==> src/rtl/channel_buffer.sv <==
// Channel model FIFO: flips one rotating bit of each symbol accepted while noise is high.
// Latency: 1 cycle from accept to head of an empty FIFO (first-word-fall-through).
// Backpressure: in_ready_sig drops when full, with no write-through on a same-cycle pop.
//
// Ports:
//   clk_sig, reset_sig        : clock, asynchronous active-high reset
//   noise_sig                 : corrupt the symbol accepted this cycle
//   in_valid/in_data/in_ready : upstream symbol handshake (encoder side)
//   out_valid/out_data/out_ready : downstream handshake (decoder side)
//   sym_cnt_sig, err_cnt_sig  : saturating counts of accepted / corrupted symbols
module channel_buffer #(
  parameter int CODE_W = 2,
  parameter int DEPTH  = 8,
  parameter int CNT_W  = 16
) (
  input  logic              clk_sig,
  input  logic              reset_sig,
  input  logic              noise_sig,
  input  logic              in_valid_sig,
  input  logic [CODE_W-1:0] in_data_sig,
  output logic              in_ready_sig,
  output logic              out_valid_sig,
  output logic [CODE_W-1:0] out_data_sig,
  input  logic              out_ready_sig,
  output logic [CNT_W-1:0]  sym_cnt_sig,
  output logic [CNT_W-1:0]  err_cnt_sig
);

  localparam int AW    = $clog2(DEPTH);
  localparam int SEL_W = (CODE_W > 1) ? $clog2(CODE_W) : 1;

  logic [AW-1:0]     wr_ptr_q, wr_ptr_d;
  logic [AW-1:0]     rd_ptr_q, rd_ptr_d;
  logic [AW:0]       occ_q, occ_d;
  logic [SEL_W-1:0]  sel_q, sel_d;
  logic [CNT_W-1:0]  sym_cnt_q, sym_cnt_d;
  logic [CNT_W-1:0]  err_cnt_q, err_cnt_d;

  // Storage holds no control state, so it is left unreset.
  logic [CODE_W-1:0] mem_q [DEPTH];

  logic              full;
  logic              empty;
  logic              accept;
  logic              pop;
  logic [CODE_W-1:0] flip_mask;
  logic [CODE_W-1:0] wr_dat;

  assign full          = (occ_q == (AW+1)'(DEPTH));
  assign empty         = (occ_q == '0);
  assign in_ready_sig  = !full;
  assign out_valid_sig = !empty;
  assign accept        = in_valid_sig && in_ready_sig;
  assign pop           = out_valid_sig && out_ready_sig;

  // One-hot flip of the currently selected bit; zero when the channel is quiet.
  always_comb begin
    flip_mask = '0;
    for (int i = 0; i < CODE_W; i++) begin
      flip_mask[i] = noise_sig && (sel_q == SEL_W'(i));
    end
  end

  assign wr_dat       = in_data_sig ^ flip_mask;
  assign out_data_sig = mem_q[rd_ptr_q];

  always_comb begin
    wr_ptr_d  = wr_ptr_q;
    rd_ptr_d  = rd_ptr_q;
    occ_d     = occ_q;
    sel_d     = sel_q;
    sym_cnt_d = sym_cnt_q;
    err_cnt_d = err_cnt_q;

    if (accept) begin
      wr_ptr_d = wr_ptr_q + 1'b1;
      if (sym_cnt_q != '1) sym_cnt_d = sym_cnt_q + 1'b1;
      if (noise_sig) begin
        if (err_cnt_q != '1) err_cnt_d = err_cnt_q + 1'b1;
        sel_d = (sel_q == SEL_W'(CODE_W-1)) ? '0 : sel_q + 1'b1;
      end
    end

    if (pop) rd_ptr_d = rd_ptr_q + 1'b1;

    // Simultaneous accept and pop leaves occupancy untouched.
    if (accept && !pop)      occ_d = occ_q + 1'b1;
    else if (pop && !accept) occ_d = occ_q - 1'b1;
  end

  always_ff @(posedge clk_sig or posedge reset_sig) begin
    if (reset_sig) begin
      wr_ptr_q  <= '0;
      rd_ptr_q  <= '0;
      occ_q     <= '0;
      sel_q     <= '0;
      sym_cnt_q <= '0;
      err_cnt_q <= '0;
    end else begin
      wr_ptr_q  <= wr_ptr_d;
      rd_ptr_q  <= rd_ptr_d;
      occ_q     <= occ_d;
      sel_q     <= sel_d;
      sym_cnt_q <= sym_cnt_d;
      err_cnt_q <= err_cnt_d;
    end
  end

  always_ff @(posedge clk_sig) begin
    if (accept) mem_q[wr_ptr_q] <= wr_dat;
  end

  assign sym_cnt_sig = sym_cnt_q;
  assign err_cnt_sig = err_cnt_q;

endmodule

==> config.mk <==
export PLATFORM = sky130hd
export DESIGN_NAME = channel_buffer
export DESIGN_NICKNAME = d
export VERILOG_FILES = /design/src/rtl/channel_buffer.sv
export SDC_FILE = /design/constraint.sdc
export NUM_CORES = 1
export LEC_CHECK = 0
export BUFFER_PORTS_ARGS = -buffer_cell sky130_fd_sc_hd__buf_2
export CAP_MARGIN = 15
export CELL_PAD_IN_SITES_DETAIL_PLACEMENT = 1
export CELL_PAD_IN_SITES_GLOBAL_PLACEMENT = 1
export CORE_MARGIN = 2
export CORE_UTILIZATION = 35
export DETAILED_ROUTE_END_ITERATION = 10
export GPL_TIMING_DRIVEN = 0
export PLACE_DENSITY_LB_ADDON = 0.1
export SYNTH_ARGS = -nofsm -noshare
export SYNTH_HDL_FRONTEND = slang
export SYNTH_SLANG_ARGS = --single-unit
==> constraint.sdc <==
create_clock -name clk_sig -period 2.3 [get_ports clk_sig]
set_input_delay 0.345 -clock clk_sig [delete_from_list [all_inputs] [get_ports clk_sig]]
set_output_delay 0.345 -clock clk_sig [all_outputs]
set_load 0.01 [all_outputs]
==> run summary, run 1 <==
Post-Syn Nets -> 248
register area share after synthesis -> 54.37%
fmax -> 432.8 MHz
Critical Path Sink Type -> flip-flop
Power per Cell Area -> 1101 mW/mm²
CP endpoint -> occ_q[1]
Post-synth EDFFs -> 16
GRT Util Overall -> 16.02%
DR vias -> 2094
FF-to-FF End -> occ_q[1]
H-tree depth -> 3
initial antenna violation count -> 0
CP arrival -> 2.53 ns
Most used DFF post-synth -> dfrtp_1
min setup slack post-route -> -0.01072 ns
TritonCTS buffer count -> 9
grt total ovfl -> 0
required time worst endpoint -> 2.52 ns
Slew @ Worst Pin -> 0.8214 ns
post-route ant nets -> 0
Initial DRT Pass Iterations -> 4
FF+latch count, synth -> 59
average wire per standard cell -> 16.03 µm
pin count of the biggest net entering global routing -> 38
CP Max Fanout -> 3
Final Hold Viols -> 0
R2R Setup Slk -> -0.01 ns
length in cells of the worst reg-to-reg path -> 8
crit path from -> occ_q[3]
leading area contributor after synthesis -> dfrtp_1
Worst VDD drop -> 0.0004054 V
vias per cell -> 5.107
CP most frequent cell -> buf_4
leak pwr -> 1.579 nW
Area growth syn-to-layout -> 24.87%
DRC viols -> 0
Max-Cap Viols -> 0
DP Worst Slack -> -0.3792 ns
top cells by area, synth -> dfrtp_1, edfxtp_1, xnor2_1
CP max stage cell -> or4_4
later-pin clock latency in the skew report -> 0.33 ns
max-slew violation count -> 0
minimum clock period -> 2.311 ns
kind of critical path -> reg -> reg
top-count cell post-synth -> dfrtp_1
number of global-route vias before repair -> 2138
Die Ht -> 94.44 µm
Synth Instances -> 233
Syn. warnings -> 0
hpwl dp -> 4.584 mm
RSZ-0062 raised after global routing -> true
status -> finished, violations left
fin util -> 45.79%
CP delay by family, top -> simple AND/OR/NAND/NOR gates
antenna fix cells -> 0
Seq pwr share -> 43.2%
cells along the critical path -> or4_4 -> nand2_4 -> ha_4 -> inv_4 -> buf_4 -> buf_4 -> fa_1 -> mux2_2
Final Cycle Share -> 100.5%
Initial DRC Count -> 68
setup TNS -> -0.01072 ns
TritonCTS clock tree -> done
core area -> 0.007807 mm²
Final Instance Area -> 0.003575 mm²
global-route wire length before repair -> 10.76 mm
WP buf/inv -> 3
CP peak stage delay -> 0.57 ns
I/O pin total -> 43
Placed Area -> 0.003248 mm²
Critical R2R Launch -> occ_q[3]
nets -> 318
Netlist cell types -> 44
row count -> 32
die width -> 94.44 µm
top cells by count, synth -> dfrtp_1, xnor2_1, nand3_1
failing checks -> setup timing
Final setup viols -> 1
Critical Path Source Type -> flip-flop
Synth Cell Area -> 0.002863 mm²
PortBufs -> 42
sw power -> 1.419 mW
final WL -> 6.572 mm
hold path depth -> 3
maximum clock path buffer count -> 2
Reg clk slew, reported paths -> 0.07 ns
fraction of layout cells with a size suffix above 1 -> 34.74%
ys async rst share -> 72.88%
Hold Crit Class -> in -> reg
Sw Ratio -> 36.06%
Clock power frac -> 20.0%
Initial Utilization -> 36.67%
die area -> 0.008919 mm²
share of the synthesized area in the top cell type -> 37.59%
number of cells on the critical path -> 8
relative slew slack -> 44.73%
CTS root buf -> clkbuf_8
clk_skew -> 0.009890 ns
CTS sink cnt -> 59
cell-internal power -> 2.516 mW
combinational share of power -> 36.8%
Mapped Avg Cell Area -> 12.29 µm²
gpl congestion -> 0.7040
-- logic make-up after synthesis --
group,share of synthesized area [%]
AO/OA/AOI/OAI,2.448
buffers and inverters,1.442
XOR/XNOR,10.40
multiplexers,7.124
AND/OR/NAND/NOR,20.46
adder cells (fa/ha/maj),3.759
flip-flops,54.37
-- through the flow --
stage          total power, mW  std cells  hold WS, ns
2_1_floorplan            2.563        233       0.4596
3_3_place_gp             2.940        377       0.4762
3_5_place_dp             2.999        378       0.2689
4_1_cts                  3.886        404       0.3085
5_1_grt                  4.251        410       0.3489
6_report                 3.934        410       0.3339
-- registers in the layout, indices dropped and copies added, names as in the netlist --
name,flops
occ_q,4
wr_ptr_q,3
sel_q,1
mem_q,16
rd_ptr_q,3
sym_cnt_sig,16
err_cnt_sig,16
-- worst reg2reg max path, delay by kind of cell, from the launching register on --
family                   cells  cell delay [ns]
adder cells (fa/ha/maj)      2             0.57
buffers and inverters        3             0.29
multiplexers                 1             0.27
flip-flops                   1             0.41
AND/OR/NAND/NOR              2             0.67
-- worst min-delay path by stage --
| stage | start | slack (ns) | endpoint |
|---|---|---|---|
| floorplan | sel_q | 0.46 | sel_q |
| global placement | occ_q[3] | 0.48 | occ_q[3] |
| detailed placement | reset_sig | 0.27 | rd_ptr_q[2] |
| CTS | out_ready_sig | 0.31 | rd_ptr_q[0] |
| global route | out_ready_sig | 0.35 | rd_ptr_q[2] |
| finish | out_ready_sig | 0.33 | rd_ptr_q[2] |
-- cells in the final DEF, fill, tap and decap left out, drive strengths merged --
master / instances
dfrtp: 43
xnor2: 19
edfxtp: 16
nor3: 8
mux2i: 2
and4: 5
xor2: 15
inv: 6
nor4: 13
and2: 1
a21o: 1
or3: 2
clkinvlp: 1
mux4: 4
fa: 1
nand4: 9
or2: 1
buf: 61
nand2: 17
nand2b: 1
or4b: 1
nor3b: 3
nor4b: 3
o21ai: 1
ha: 7
and3: 5
nand3: 19
clkinv: 5
a41oi: 1
dlygate4sd3: 1
nor2: 8
o21a: 1
mux2: 8
clkbuf: 11
a31oi: 1
or4: 1
a21oi: 4
o211ai: 2
-- area by class of cell --
type | count | area (µm²)
Timing Repair Buffer | 60 | 360.3
Clock buffer | 10 | 127.6
Multi-Input combinational cell | 164 | 1323
Buffer | 3 | 15.01
Tap cell | 102 | 127.6
Fill cell | 852 | 4233
Clock inverter | 6 | 32.53
Inverter | 6 | 30.03
Sequential cell | 59 | 1559
-- routing by layer --
| metal | up-vias | track usage (%) | routed length [µm] |
|---|---|---|---|
| met4 | 0 | 7.005 | 106 |
| met2 | 27 | 26.37 | 3438 |
| met3 | 8 | 3.352 | 170 |
| met1 | 1049 | 20.42 | 2857 |
| li1 | 1010 | - | - |
| met5 | - | 0 | 0 |
-- power by group through the flow --
stage	registers (mW)	clock network (mW)	logic, mW
final	1.70	0.788	1.45
after global routing	1.76	0.875	1.62
after CTS	1.71	0.814	1.37
after detailed placement	1.72	0	1.28
after global placement	1.72	0	1.22
after floorplan	1.70	0	0.866
-- timing repair --
item / 4_1_cts / 5_1_grt
setup buffers: 10 / 6
endpoints found under the setup margin: 5 / 2
hold buffers: 1 / 0
resized for setup: 0 / 5
endpoints found under the hold margin: 6 / 0
pin swaps: 4 / 8
(Power assumes the default switching activity.)
==> run 2, diff against run 1 <==
REMOVE_ABC_BUFFERS = 1   (was not set)
==> run 2 against run 1 <==
The flow still finishes with violations (setup timing). Via count decreased by 0.81%. Maximum frequency shrank 3.4%. First-iteration DRC count is 49% lower. Setup slack worse by 0.081 ns. Critical endpoint is now occ_q[3]. Clock skew is 0.0017 ns higher. Register-to-register slack got worse by 0.08 ns. Critical path depth up 3. Sequential share of layout area decreased by 0.17 points. Core utilization rose by 0.18 points. Flip-flop and latch count is the same. Non-clock buffer count fell by 4. Cell count is 0.98% lower.
==> run summary, run 2 (same netlist as run 1, synthesis figures left out) <==
DP Worst Slack -> -0.7673 ns
die width -> 94.44 µm
most frequent cells in the layout -> buf_2, dfrtp_1, xnor2_1
Slew @ Worst Pin -> 0.7553 ns
minimum clock period -> 2.392 ns
length in cells of the worst reg-to-reg path -> 11
TritonCTS buffer count -> 9
Critical Path Source Type -> flip-flop
average wire per standard cell -> 16.13 µm
vias per cell -> 5.116
met3 Use GR -> 3.671%
Initial DRT Pass Iterations -> 4
placed cells -> 374
cells along the critical path -> nor4b_4 -> inv_2 -> nand2_4 -> clkinvlp_4 -> ha_4 -> inv_4 -> ha_4 -> a21o_1 -> a21oi_2 -> mux2i_2 -> xnor2_1
later-pin clock latency in the skew report -> 0.34 ns
CP arrival -> 2.66 ns
number of cells on the critical path -> 11
CP delay by family, top -> flip-flops
Final Hold Viols -> 0
fin util -> 45.96%
grt total ovfl -> 0
die area -> 0.008919 mm²
Layout Cells excl Fill -> 406
commonest non-fill, non-tap cell in the layout -> buf_2
failing checks -> setup timing
fraction of layout cells with a size suffix above 1 -> 34.87%
core area -> 0.007807 mm²
Area growth syn-to-layout -> 25.35%
maximum clock path buffer count -> 2
RSZ-0062 raised after global routing -> true
final WL -> 6.547 mm
DRC viols -> 0
M2 GR Usage -> 26.49%
relative slew slack -> 49.18%
Initial DRC Count -> 35
antenna fix cells -> 0
Worst VDD drop -> 0.0003576 V
initial antenna violation count -> 0
pin count of the biggest net entering global routing -> 35
post-route ant nets -> 0
CP most frequent cell -> ha_4
Power per Cell Area -> 1135 mW/mm²
Final setup viols -> 2
R2R Setup Slk -> -0.09 ns
CTS root buf -> clkbuf_8
hpwl dp -> 4.539 mm
number of global-route vias before repair -> 2171
M1 GR Usage -> 20.40%
global route hottest layer -> met2
global-route wire length before repair -> 10.92 mm
Final Cycle Share -> 104.0%
Hold Crit Class -> in -> reg
# fillers -> 871
row count -> 32
kind of critical path -> reg -> reg
Reg clk slew, reported paths -> 0.07 ns
TritonCTS clock tree -> done
leak pwr -> 1.578 nW
fmax -> 418.1 MHz
status -> finished, violations left
nets -> 314
DR vias -> 2077
H-tree depth -> 3
clk_skew -> 0.01155 ns
GRT Util Overall -> 15.99%
setup TNS -> -0.1785 ns
min setup slack post-route -> -0.09156 ns
Die Ht -> 94.44 µm
Critical Path Sink Type -> flip-flop
hold path depth -> 3
PortBufs -> 42
Max-Cap Viols -> 0
gpl congestion -> 0.7354
WP buf/inv -> 3
Hold WS -> 0.2996 ns
CTS sink cnt -> 59
required time worst endpoint -> 2.57 ns
I/O pin total -> 43
Initial Utilization -> 36.67%
CP peak stage delay -> 0.46 ns
CP max stage cell -> dfrtp_2
CP Max Fanout -> 4
max-slew violation count -> 0
-- run 2: cell count changes in the layout (fill, tap and decap cells not counted), moves of 2 or more --
cell,previous run,this run
buf_4,17,13
clkinv_4,0,2
clkbuf_1,2,0
buf_6,0,2
clkinv_2,5,2
-- run 2: area by class of cell --
cell class	count	area, µm²	area share, %
sequential	59	1559	43.45
clock inverter	7	68.82	1.918
clock buffer	9	123.9	3.452
inverter	6	28.78	0.8020
multi-input combinational	164	1320	36.79
tap	102	127.6	3.556
timing repair buffer	59	360.3	10.04
-- run 2: worst paths after layout --
| check | endpoint | start |
|---|---|---|
| worst max-delay path | occ_q[3] | occ_q[1] |
| worst min-delay path | rd_ptr_q[2] | out_ready_sig |
| worst max register to register | occ_q[3] | occ_q[1] |
| worst min register to register | sel_q | sel_q |
| max in group asynchronous | occ_q[0] | reset_sig |
| min in group asynchronous | err_cnt_sig[5] | reset_sig |
-- run 2: where the power goes --
part           total (mW)  switching (mW)  internal, mW
sequential           1.75           0.369          1.38
clock               0.934           0.439         0.496
combinational        1.39           0.639         0.753
-- run 2: repair_timing --
| action | in CTS | in global routing |
|---|---|---|
| setup buffers | 13 | 3 |
| hold buffers | 1 | 0 |
| resized for setup | 17 | 1 |
| endpoints found under the hold margin | 9 | 0 |
| endpoints found under the setup margin | 3 | 3 |
| pin swaps | 9 | 4 |
-- run 2: worst register-to-register path: stages (launching register included) --
cell and delay (ns):
dfrtp_2 0.46, nor4b_4 0.37, inv_2 0.10, nand2_4 0.09, clkinvlp_4 0.11, ha_4 0.19
inv_4 0.07, ha_4 0.19, a21o_1 0.16, a21oi_2 0.16, mux2i_2 0.28, xnor2_1 0.15
-- run 2: routing by layer --
layer	share of wire [%]	up-vias	routed length [µm]
li1	-	1000	-
met1	47	1042	3103
met2	48	28	3148
met3	2.8	7	181
met4	1.7	0	113
met5	0	-	0
-- run 2: metrics by stage --
step	total power [mW]	area [µm²]
2_1_floorplan	2.508	2844
3_3_place_gp	2.883	3182
3_5_place_dp	2.939	3202
4_1_cts	4.102	3563
5_1_grt	4.356	3588
6_report	4.073	3588
